--- config.mk ---
export PLATFORM = sky130hd
export DESIGN_NAME = ram_loader_flat
export DESIGN_NICKNAME = d
export VERILOG_FILES = /design/src/rtl/ram_loader_if.sv /design/src/rtl/ram_loader.sv /design/src/flat_wrapper.sv
export SDC_FILE = /design/constraint.sdc
export NUM_CORES = 1
export LEC_CHECK = 0
export CAP_MARGIN = 0
export CORE_MARGIN = 1.5
export CORE_UTILIZATION = 35
export DETAILED_ROUTE_END_ITERATION = 7
export GPL_TIMING_DRIVEN = 0
export PLACE_DENSITY = 0.68
export SLEW_MARGIN = 10
export SYNTH_ARGS = -nofsm -noshare
export SYNTH_HDL_FRONTEND = slang
export SYNTH_SLANG_ARGS = --single-unit
--- constraint.sdc ---
create_clock -name clk -period 3.5 [get_ports clk]
set_input_delay 0.525 -clock clk [delete_from_list [all_inputs] [get_ports clk]]
set_output_delay 0.525 -clock clk [all_outputs]
set_load 0.005 [all_outputs]
--- src/rtl/ram_loader_if.sv ---
// Handshake and RAM-port bundle between the byte source, the loader and the program RAM.
// master is the loader side; slave is the source/RAM/controller side.
interface ram_loader_if #(
  parameter int unsigned WIDTH  = 8,
  parameter int unsigned ADDR_W = 4
);
  logic              start;
  logic              in_valid;
  logic [WIDTH-1:0]  in_data;
  logic              in_ready;
  logic              ram_we;
  logic              ram_re;
  logic [ADDR_W-1:0] ram_addr;
  logic [WIDTH-1:0]  ram_wdata;
  logic [WIDTH-1:0]  ram_rdata;
  logic              busy;
  logic              done;
  logic              error;

  modport master (
    input  start, in_valid, in_data, ram_rdata,
    output in_ready, ram_we, ram_re, ram_addr, ram_wdata, busy, done, error
  );

  modport slave (
    output start, in_valid, in_data, ram_rdata,
    input  in_ready, ram_we, ram_re, ram_addr, ram_wdata, busy, done, error
  );
endinterface

--- src/rtl/ram_loader.sv ---
// Streams DEPTH program bytes into RAM, reads them back and compares running checksums.
// busy holds the CPU off until the image has been verified.
module ram_loader #(
  parameter int unsigned WIDTH  = 8,
  parameter int unsigned ADDR_W = 4,
  parameter int unsigned DEPTH  = 16
) (
  input logic       clk,
  input logic       rst,
  ram_loader_if.master bus
);

  localparam logic [2:0] StIdle  = 3'd0;
  localparam logic [2:0] StWrite = 3'd1;
  localparam logic [2:0] StDrain = 3'd2;
  localparam logic [2:0] StRead  = 3'd3;
  localparam logic [2:0] StCheck = 3'd4;
  localparam logic [2:0] StDone  = 3'd5;

  localparam logic [ADDR_W-1:0] LastAddr = ADDR_W'(DEPTH - 1);

  logic [2:0]        state_q, state_d;
  logic [ADDR_W-1:0] addr_q, addr_d;
  logic [WIDTH-1:0]  wsum_q, wsum_d;
  logic [WIDTH-1:0]  rsum_q, rsum_d;
  logic              rd_pending_q, rd_pending_d;
  logic              ram_we_q, ram_we_d;
  logic              ram_re_q, ram_re_d;
  logic [ADDR_W-1:0] ram_addr_q, ram_addr_d;
  logic [WIDTH-1:0]  ram_wdata_q, ram_wdata_d;
  logic              done_q, done_d;
  logic              error_q, error_d;
  logic              accept;

  assign accept = (state_q == StWrite) && bus.in_valid;

  always_comb begin
    state_d      = state_q;
    addr_d       = addr_q;
    wsum_d       = wsum_q;
    // Read data returns one cycle after the strobe is sampled.
    rd_pending_d = ram_re_q;
    rsum_d       = rd_pending_q ? rsum_q + bus.ram_rdata : rsum_q;
    ram_we_d     = 1'b0;
    ram_re_d     = ram_re_q;
    ram_addr_d   = ram_addr_q;
    ram_wdata_d  = ram_wdata_q;
    done_d       = done_q;
    error_d      = error_q;

    unique case (state_q)
      StIdle, StDone: begin
        if (bus.start) begin
          state_d = StWrite;
          addr_d  = '0;
          wsum_d  = '0;
          rsum_d  = '0;
          done_d  = 1'b0;
          error_d = 1'b0;
        end
      end
      StWrite: begin
        if (accept) begin
          ram_we_d    = 1'b1;
          ram_addr_d  = addr_q;
          ram_wdata_d = bus.in_data;
          wsum_d      = wsum_q + bus.in_data;
          addr_d      = addr_q + ADDR_W'(1);
          if (addr_q == LastAddr) state_d = StDrain;
        end
      end
      StDrain: begin
        ram_re_d   = 1'b1;
        ram_addr_d = '0;
        state_d    = StRead;
      end
      StRead: begin
        if (ram_addr_q == LastAddr) begin
          ram_re_d = 1'b0;
          state_d  = StCheck;
        end else begin
          ram_addr_d = ram_addr_q + ADDR_W'(1);
        end
      end
      StCheck: begin
        if (!rd_pending_q) begin
          error_d = (rsum_q != wsum_q);
          done_d  = 1'b1;
          state_d = StDone;
        end
      end
      default: state_d = StIdle;
    endcase
  end

  always_ff @(posedge clk or negedge rst) begin
    if (!rst) begin
      state_q      <= StIdle;
      addr_q       <= '0;
      wsum_q       <= '0;
      rsum_q       <= '0;
      rd_pending_q <= 1'b0;
      ram_we_q     <= 1'b0;
      ram_re_q     <= 1'b0;
      ram_addr_q   <= '0;
      ram_wdata_q  <= '0;
      done_q       <= 1'b0;
      error_q      <= 1'b0;
    end else begin
      state_q      <= state_d;
      addr_q       <= addr_d;
      wsum_q       <= wsum_d;
      rsum_q       <= rsum_d;
      rd_pending_q <= rd_pending_d;
      ram_we_q     <= ram_we_d;
      ram_re_q     <= ram_re_d;
      ram_addr_q   <= ram_addr_d;
      ram_wdata_q  <= ram_wdata_d;
      done_q       <= done_d;
      error_q      <= error_d;
    end
  end

  assign bus.in_ready  = (state_q == StWrite);
  assign bus.busy      = (state_q == StWrite) || (state_q == StDrain) ||
                         (state_q == StRead)  || (state_q == StCheck);
  assign bus.ram_we    = ram_we_q;
  assign bus.ram_re    = ram_re_q;
  assign bus.ram_addr  = ram_addr_q;
  assign bus.ram_wdata = ram_wdata_q;
  assign bus.done      = done_q;
  assign bus.error     = error_q;

endmodule

--- src/flat_wrapper.sv ---
// flat-port wrapper written by rule: the top's interface ports become plain ports
module ram_loader_flat 
#(
  parameter int unsigned WIDTH  = 8,
  parameter int unsigned ADDR_W = 4,
  parameter int unsigned DEPTH  = 16
)
  (clk, rst, bus_start, bus_in_valid, bus_in_data, bus_ram_rdata, bus_in_ready, bus_ram_we, bus_ram_re, bus_ram_addr, bus_ram_wdata, bus_busy, bus_done, bus_error);
  ram_loader_if #(.WIDTH(WIDTH), .ADDR_W(ADDR_W)) bus_i ();
  input logic clk;
  input logic rst;
  input wire logic [$bits(bus_i.start)-1:0] bus_start;
  input wire logic [$bits(bus_i.in_valid)-1:0] bus_in_valid;
  input wire logic [$bits(bus_i.in_data)-1:0] bus_in_data;
  input wire logic [$bits(bus_i.ram_rdata)-1:0] bus_ram_rdata;
  output wire logic [$bits(bus_i.in_ready)-1:0] bus_in_ready;
  output wire logic [$bits(bus_i.ram_we)-1:0] bus_ram_we;
  output wire logic [$bits(bus_i.ram_re)-1:0] bus_ram_re;
  output wire logic [$bits(bus_i.ram_addr)-1:0] bus_ram_addr;
  output wire logic [$bits(bus_i.ram_wdata)-1:0] bus_ram_wdata;
  output wire logic [$bits(bus_i.busy)-1:0] bus_busy;
  output wire logic [$bits(bus_i.done)-1:0] bus_done;
  output wire logic [$bits(bus_i.error)-1:0] bus_error;
  assign bus_i.start = bus_start;
  assign bus_i.in_valid = bus_in_valid;
  assign bus_i.in_data = bus_in_data;
  assign bus_i.ram_rdata = bus_ram_rdata;
  assign bus_in_ready = bus_i.in_ready;
  assign bus_ram_we = bus_i.ram_we;
  assign bus_ram_re = bus_i.ram_re;
  assign bus_ram_addr = bus_i.ram_addr;
  assign bus_ram_wdata = bus_i.ram_wdata;
  assign bus_busy = bus_i.busy;
  assign bus_done = bus_i.done;
  assign bus_error = bus_i.error;
  ram_loader #(.WIDTH(WIDTH), .ADDR_W(ADDR_W), .DEPTH(DEPTH)) u_core (.clk(clk), .rst(rst), .bus(bus_i));
endmodule
==> results.cfg, run 1 <==
[pwr]
p_switching_mw = 1.014
pwr-share-comb_pct = 55.1
p_leak_nw = 1.449
p_per_area_nw_per_um2 = 833.1
p_clk_share_pct = 12.3
switching_share_pct = 39.58
seqPwrFrac_pct = 32.6
intPower_mw = 1.548
ir_drop_mv = 0.3232

[synth]
synthArstFlopShare_pct = 100.0
yosysUniqueCellTypes = 54
yosysSeqAreaShare_pct = 40.36
synth_edf_count = 0
synth_area_um2 = 2480
synth_flop_cell = dfrtp_1
syn_nets = 291
yosysWarnings = 0
ys_ff_latch = 40
netlist_instances = 253
synth_area_per_cell_um2 = 9.802

[clocking]
clock_path_buffers = 2
cts_setup_buffers = 0
cts_max_level = 2
cts_sinks = 40
cts_tree = built
cts_root_buf = clkbuf_8
ctsHoldBuffers = 0
path_clk_slew_ps = 70
ctsResizeCount = 0
cts_buffers = 5
clock_latency_ps = 290

[finish]
multi_input_area_um2 = 1393
diodes = 0
n_fill_cell = 690
final_area_um2 = 3075
fin_util_pct = 45.02
final_common_cell = dfrtp_1
drive_gt1_share_pct = 7.692
nets = 336
layout_common_cells = dfrtp_1 (40), nand2_1 (36), clkdlybuf4s50_1 (36)
regArea_um2 = 1001
area_growth_pct = 24.02

[place]
portBuffers = 37
place_congestion = 0.7956
dp.final_hpwl_um = 4003
place_area_um2 = 2985

[floorplan]
core-area_um2 = 6832
row_count = 30
die_h_um = 87.18
die_x_um = 87.18
start_util_pct = 36.30
die_area_um2 = 7599
io_pins = 38

[sta]
worst_pin_slew_ps = 536.8
layout_min_cycle_time_ps = 2526
hold_viol_final = 0
max_slew_margin_pct = 64.21
setup_tns_ps = 0
finalClockSkew_ps = 6.106
max_freq_ghz = 0.3958
final-setup-viol-count = 0
whs_ps = 158.6
drv_slew = 0
rsz0062_at_grt = false
post-route-period-util_pct = 72.18

[critical_path]
rr_worst_depth = 7
path_class = primary input to flop
start_kind = primary input
crit_fanout = 3
crit_path_end_kind = flop
critPathMaxStageDelay_ps = 420
cp.required_ps = 3670
cp_slowest_cell = fa_1
path_cells = clkdlybuf4s50_1 -> ha_1 -> fa_1 -> a21o_1 -> a21oi_1 -> a2bb2oi_1 -> nor4b_1 -> or3b_1
crit_arrival_ps = 2690

[global_routing]
grt_overflow_total = 0
antenna_found_initial = 0
grt_pass1_wl_um = 9080
gr-usage-all-layers_pct = 14.88
grt_pass1_vias = 2020
grt_max_degree = 25

[routing]
dr.pass1.iters = 4
drt-total-wl_um = 5170
ant_nets = 0
avgViaCountPerCell = 4.878
drtIter0Drc = 92
wl_per_cell_um = 13.09
num_vias = 1927
drcViolationCount = 0

[run_status]
status = finished clean

[run]
cap_violations = 0

[hold_path]
hold_path_class = primary input to async pin
==> power by group through the flow <==
| stage | clock network, mW | registers, mW | logic, mW |
|---|---|---|---|
| floorplan | 0 | 0.809 | 0.988 |
| global placement | 0 | 0.836 | 1.37 |
| detailed placement | 0 | 0.844 | 1.41 |
| CTS | 0.327 | 0.839 | 1.42 |
| global route | 0.346 | 0.864 | 1.59 |
| finish | 0.315 | 0.836 | 1.41 |
==> registers in the layout (all words and copies together) (netlist names) <==
name                  count
u_core.state_q            3
u_core.bus.ram_addr       4
u_core.wsum_q             8
u_core.addr_q             4
u_core.bus.ram_we         1
u_core.bus.done           1
u_core.bus.ram_wdata      8
u_core.rsum_q             8
u_core.bus.error          1
u_core.rd_pending_q       1
u_core.bus.ram_re         1
==> path summary, 6_finish.rpt <==
path | from | slack (ps) | endpoint
min | rst | 160 | u_core.bus.done
max | bus_ram_rdata[0] | 970 | u_core.rsum_q[6]
max in group asynchronous | rst | 2880 | u_core.wsum_q[7]
min reg2reg | u_core.bus.ram_re | 420 | u_core.rd_pending_q
max reg2reg | u_core.rsum_q[0] | 1220 | u_core.rsum_q[6]
min in group clk | u_core.bus.ram_re | 420 | u_core.rd_pending_q
==> synthesized netlist by cell type, drive strengths merged (2+ instances only) <==
cell type	number	area [um^2]
a221oi	2	17.52
inv	5	18.76
nand3	6	30.03
nor4	2	12.51
a31oi	2	12.51
mux2	2	22.52
xor2	14	122.6
a211oi	2	15.01
nor2	24	92.59
clkbuf	3	11.26
mux2i	6	60.06
fa	2	40.04
ha	16	200.2
dfrtp	40	1001
nor2b	2	12.51
nand2b	7	43.79
buf	7	56.30
a22o	6	52.55
o21a	2	15.01
and3	2	12.51
nand2	37	141.4
o211ai	2	15.01
o21ai	10	50.04
a21oi	17	96.35
a21o	7	52.55
xnor2	7	61.31
==> critical path, delay by kind of cell <==
| kind | cells | cell delay [ps] |
|---|---|---|
| fa+ha+maj | 2 | 670 |
| buf+inv | 1 | 400 |
| compound gates | 3 | 660 |
| simple gates | 2 | 430 |
==> layer usage <==
layer	global-route usage (%)	part of all wire, %	up-vias
li1	-	-	991
met1	20.06	49	887
met2	24.31	46	44
met3	1.991	3.6	5
met4	5.772	1.3	0
met5	0	0	-
==> logic make-up (layout without fill, tap and decap cells) <==
logic type | count (synthesis) | in the layout | share of synthesized area, %
XOR/XNOR | 21 | 21 | 7.417
flip-flops | 40 | 40 | 40.36
AND/OR/NAND/NOR | 91 | 91 | 18.11
AO/OA/AOI/OAI | 60 | 60 | 17.61
multiplexers | 8 | 8 | 3.330
buffers and inverters | 15 | 61 | 3.481
adder cells (fa/ha/maj) | 18 | 18 | 9.687
==> cell type report <==
type	count	area share (%)
buffer	10	2.197
inverter	5	0.6103
clock buffer	8	2.929
timing repair buffer	38	12.53
multi-input combinational	198	45.28
tap	96	3.906
sequential	40	32.55
==> through the flow <==
step	power, mW	std cells	worst slack, ps
finish	2.562	395	973.6
global route	2.802	395	920.5
CTS	2.588	395	979.0
detailed placement	2.256	387	691.6
global placement	2.208	386	721.2
floorplan	1.797	253	1273
Power figures use the tool's default switching activity.
==> run 2: changes to the inputs <==
Settings changed: PLACE_DENSITY 0.68 to 0.7.
Clock period 3.5 ns to 2.07 ns, I/O delays scaled along.
==> results.cfg, run 2 (synthesized netlist as in run 1, its figures left out) <==
[critical_path]
path_cells = ha_2 -> fa_2 -> a21o_1 -> a21oi_2 -> a2bb2oi_2 -> nor4b_1 -> or3b_1
cp_slowest_cell = dfrtp_1
cp.required_ps = 2230
crit_fanout = 3
reg2reg_from = u_core.rsum_q[0]
critPathMaxStageDelay_ps = 410
crit_arrival_ps = 2200
worstSetupStartpoint = u_core.rsum_q[0]
start_kind = flop
path_class = flop to flop
crit_path_end_kind = flop

[place]
place_congestion = 0.8147
dp.final_hpwl_um = 3963
portBuffers = 37
dp_cells = 387
dp_slack_ps = -478.5

[finish]
multi_input_area_um2 = 1419
diodes = 0
regArea_um2 = 1001
drive_gt1_share_pct = 11.00
n_fill_cell = 666
area_growth_pct = 26.39
final_common_cell = dfrtp_1
nets = 338
layout_common_cells = dfrtp_1 (40), nand2_1 (36), clkdlybuf4s50_1 (35)
final_cells = 396

[pwr]
intPower_mw = 2.688
seqPwrFrac_pct = 31.9
p_clk_share_pct = 12.5
p_per_area_nw_per_um2 = 1408
pwr-share-comb_pct = 55.6
power_mw = 4.412
p_leak_nw = 1.474
ir_drop_mv = 0.6207
p_switching_mw = 1.725
switching_share_pct = 39.09

[global_routing]
grt_max_degree = 34
grt_overflow_total = 0
grt_pass1_wl_um = 9432
grt_pass1_vias = 2044
antenna_found_initial = 0
gr-usage-all-layers_pct = 15.44

[floorplan]
die_area_um2 = 7599
die_x_um = 87.18
core-area_um2 = 6832
start_util_pct = 36.30
die_h_um = 87.18
io_pins = 38
row_count = 30

[sta]
whs_ps = 409.1
setup_tns_ps = 0
layout_min_cycle_time_ps = 2042
max_freq_ghz = 0.4898
worst_pin_slew_ps = 531.4
setup_ws_ps = 28.27
rsz0062_at_grt = true
post-route-period-util_pct = 98.63
final-setup-viol-count = 0
finalClockSkew_ps = 2.055
max_slew_margin_pct = 64.58
hold_viol_final = 0
drv_slew = 0

[clocking]
cts_max_level = 2
cts_tree = built
clock_latency_ps = 280
cts_buffers = 5
cts_root_buf = clkbuf_8
cts_sinks = 40
path_clk_slew_ps = 70
clock_path_buffers = 2

[routing]
ant_nets = 0
avgViaCountPerCell = 4.955
dr.pass1.iters = 4
drt-total-wl_um = 5235
num_vias = 1962
wl_per_cell_um = 13.22
drtIter0Drc = 123
drcViolationCount = 0

[hold_path]
hold_path_class = primary input to async pin

[run]
cap_violations = 0

[run_status]
status = finished clean
-- run 2: timing repair --
item	4_1_cts	5_1_grt
buffers inserted	0	2
resized for setup	3	6
hold buffers	1	0
endpoints found under the setup margin	2	5
endpoints found under the hold margin	7	0
pin swaps	1	3
gates cloned	0	0
-- run 2: power by group through the flow --
| stage | registers, mW | clock network (mW) | logic (mW) |
|---|---|---|---|
| after floorplan | 1.37 | 0 | 1.68 |
| after global placement | 1.41 | 0 | 2.33 |
| after detailed placement | 1.42 | 0 | 2.39 |
| after CTS | 1.41 | 0.566 | 2.44 |
| after global routing | 1.47 | 0.600 | 2.80 |
| final | 1.41 | 0.550 | 2.45 |
-- run 2: worst max-delay path: cells and delay by family, from the launching register on --
| family | cells | cell delay [ps] |
|---|---|---|
| DFF | 1 | 410 |
| adders and majority gates | 2 | 560 |
| AOI/OAI and AO/OA | 3 | 530 |
| and+or+nand+nor | 2 | 420 |
-- run 2: layer usage --
layer	vias to the layer above	track usage (%)	share of wire, %
li1	1004	-	-
met1	922	21.11	48
met2	32	25.16	48
met3	4	2.559	3.6
met4	0	4.618	0.99
met5	-	0	0
-- run 2: cell type report --
cell class | count | area share (%)
Multi-Input combinational cell | 198 | 45.27
Sequential cell | 40 | 31.94
Timing Repair Buffer | 41 | 13.17
Tap cell | 96 | 3.832
Clock buffer | 7 | 3.074
Buffer | 9 | 2.116
Inverter | 5 | 0.5988
-- run 2: final timing paths --
path	end	slack [ps]	cells past startpoint
worst min-delay path	u_core.bus.error	410	2
min in group clk	u_core.rd_pending_q	440	0
max in group asynchronous	u_core.rsum_q[1]	1240	3
worst min register to register	u_core.rd_pending_q	440	0
worst max-delay path	u_core.rsum_q[6]	30	7
worst max register to register	u_core.rsum_q[6]	30	7
-- run 2: through the flow --
| step | instance area [um^2] | util, % |
|---|---|---|
| floorplan | 2484 | - |
| global placement | 2974 | 43.53 |
| detailed placement | 2989 | 43.75 |
| CTS | 3103 | 45.42 |
| global route | 3134 | 45.88 |
| finish | 3134 | 45.88 |
==> run 3: changes to the inputs <==
Settings changed: CELL_PAD_IN_SITES_DETAIL_PLACEMENT set to 0, CELL_PAD_IN_SITES_GLOBAL_PLACEMENT set to 1, PLACE_DENSITY 0.7 to 0.84.
==> results.cfg, run 3 (synthesized netlist as in run 1, its figures left out) <==
[global_routing]
grt_max_degree = 35
grt_pass1_vias = 1995
antenna_found_initial = 0
grt_overflow_total = 0
gr-usage-all-layers_pct = 15.22
grt_pass1_wl_um = 9080

[routing]
ant_nets = 0
avgViaCountPerCell = 4.927
drt-total-wl_um = 5500
drtIter0Drc = 106
wl_per_cell_um = 13.85
num_vias = 1956
drcViolationCount = 0
dr.pass1.iters = 4

[pwr]
seqPwrFrac_pct = 29.5
intPower_mw = 2.984
p_leak_nw = 1.501
p_switching_mw = 1.788
p_clk_share_pct = 18.6
power_mw = 4.773
pwr-share-comb_pct = 51.9
switching_share_pct = 37.47
p_per_area_nw_per_um2 = 1496
ir_drop_mv = 0.4775

[sta]
whs_ps = 393.7
finalClockSkew_ps = 10.32
setup_ws_ps = 18.70
rsz0062_at_grt = true
max_freq_ghz = 0.4875
drv_slew = 0
final-setup-viol-count = 0
layout_min_cycle_time_ps = 2051
worst_pin_slew_ps = 576.9
setup_tns_ps = 0
max_slew_margin_pct = 61.54
post-route-period-util_pct = 99.10
hold_viol_final = 0

[finish]
diodes = 0
final_common_cell = dfrtp_1
regArea_um2 = 1001
nets = 338
n_fill_cell = 654
final_area_um2 = 3191
drive_gt1_share_pct = 10.96
area_growth_pct = 28.66
multi_input_area_um2 = 1415
layout_common_cells = dfrtp_1 (40), nand2_1 (36), clkdlybuf4s50_1 (35)

[critical_path]
crit_fanout = 2
crit_path_end_kind = flop
path_class = primary input to flop
crit_arrival_ps = 2230
cp.required_ps = 2250
start_kind = primary input

[place]
place_area_um2 = 2989
dp.final_hpwl_um = 4064
dp_slack_ps = -470.2
place_congestion = 0.8549
portBuffers = 37

[floorplan]
core-area_um2 = 6832
die_x_um = 87.18
start_util_pct = 36.30
die_h_um = 87.18
row_count = 30
die_area_um2 = 7599
io_pins = 38

[clocking]
cts_root_buf = clkbuf_8
clock_path_buffers = 2
clock_latency_ps = 290
cts_max_level = 2
cts_buffers = 5
path_clk_slew_ps = 80
cts_sinks = 40
cts_tree = built

[run_status]
status = finished clean

[hold_path]
hold_path_class = primary input to async pin

[run]
cap_violations = 0
[run 3: repair_timing]
action | CTS | global route
hold buffers | 1 | 0
resized for setup | 2 | 4
setup buffers | 0 | 2
cloned | 0 | 0
pin swaps | 1 | 3
hold endpoints to repair | 6 | 0
setup endpoints to repair | 3 | 3
[run 3: worst paths after layout]
path                                   start                      to  slack (ps)  cells past startpoint
max                         bus_ram_rdata[1]        u_core.rsum_q[7]          20                      7
min                                      rst  u_core.bus.ram_addr[0]         390                      2
max reg2reg                 u_core.rsum_q[0]        u_core.rsum_q[6]          30                      7
min reg2reg                u_core.bus.ram_re     u_core.rd_pending_q         410                      0
max in group asynchronous                rst        u_core.wsum_q[6]        1240                      3
min in group clk           u_core.bus.ram_re     u_core.rd_pending_q         410                      0
[run 3: layout make-up]
cell class / instances / area share (%)
tap: 96 / 3.765
buffer: 9 / 2.000
sequential: 40 / 31.37
clock buffer: 5 / 2.157
timing repair buffer: 41 / 12.94
inverter: 5 / 0.5882
multi-input combinational: 198 / 44.35
clock inverter: 3 / 2.824
[run 3: power groups by stage]
stage / Sequential [mW] / Clock (mW) / Combinational (mW)
after floorplan: 1.37 / 0 / 1.68
final: 1.41 / 0.886 / 2.48
after detailed placement: 1.42 / 0 / 2.42
after CTS: 1.42 / 0.904 / 2.45
after global placement: 1.41 / 0 / 2.34
after global routing: 1.45 / 0.945 / 2.74
[run 3: routing by layer]
layer,global-route usage (%),part of all wire [%]
met5,0,0
met4,5.772,1.4
met3,3.412,3.1
met2,24.45,46
met1,20.02,49
[run 3: metrics by stage]
step / util [%] / cells
floorplan: - / 253
global placement: 43.53 / 386
detailed placement: 43.75 / 387
CTS: 46.30 / 395
global route: 46.70 / 397
finish: 46.70 / 397
[run 3: critical path, stage by stage]
cell             delay [ps]
clkdlybuf4s50_1         470
ha_1                    360
a211oi_2                290
o211ai_1                170
a21oi_1                 160
and3b_1                 200
mux2_2                  260
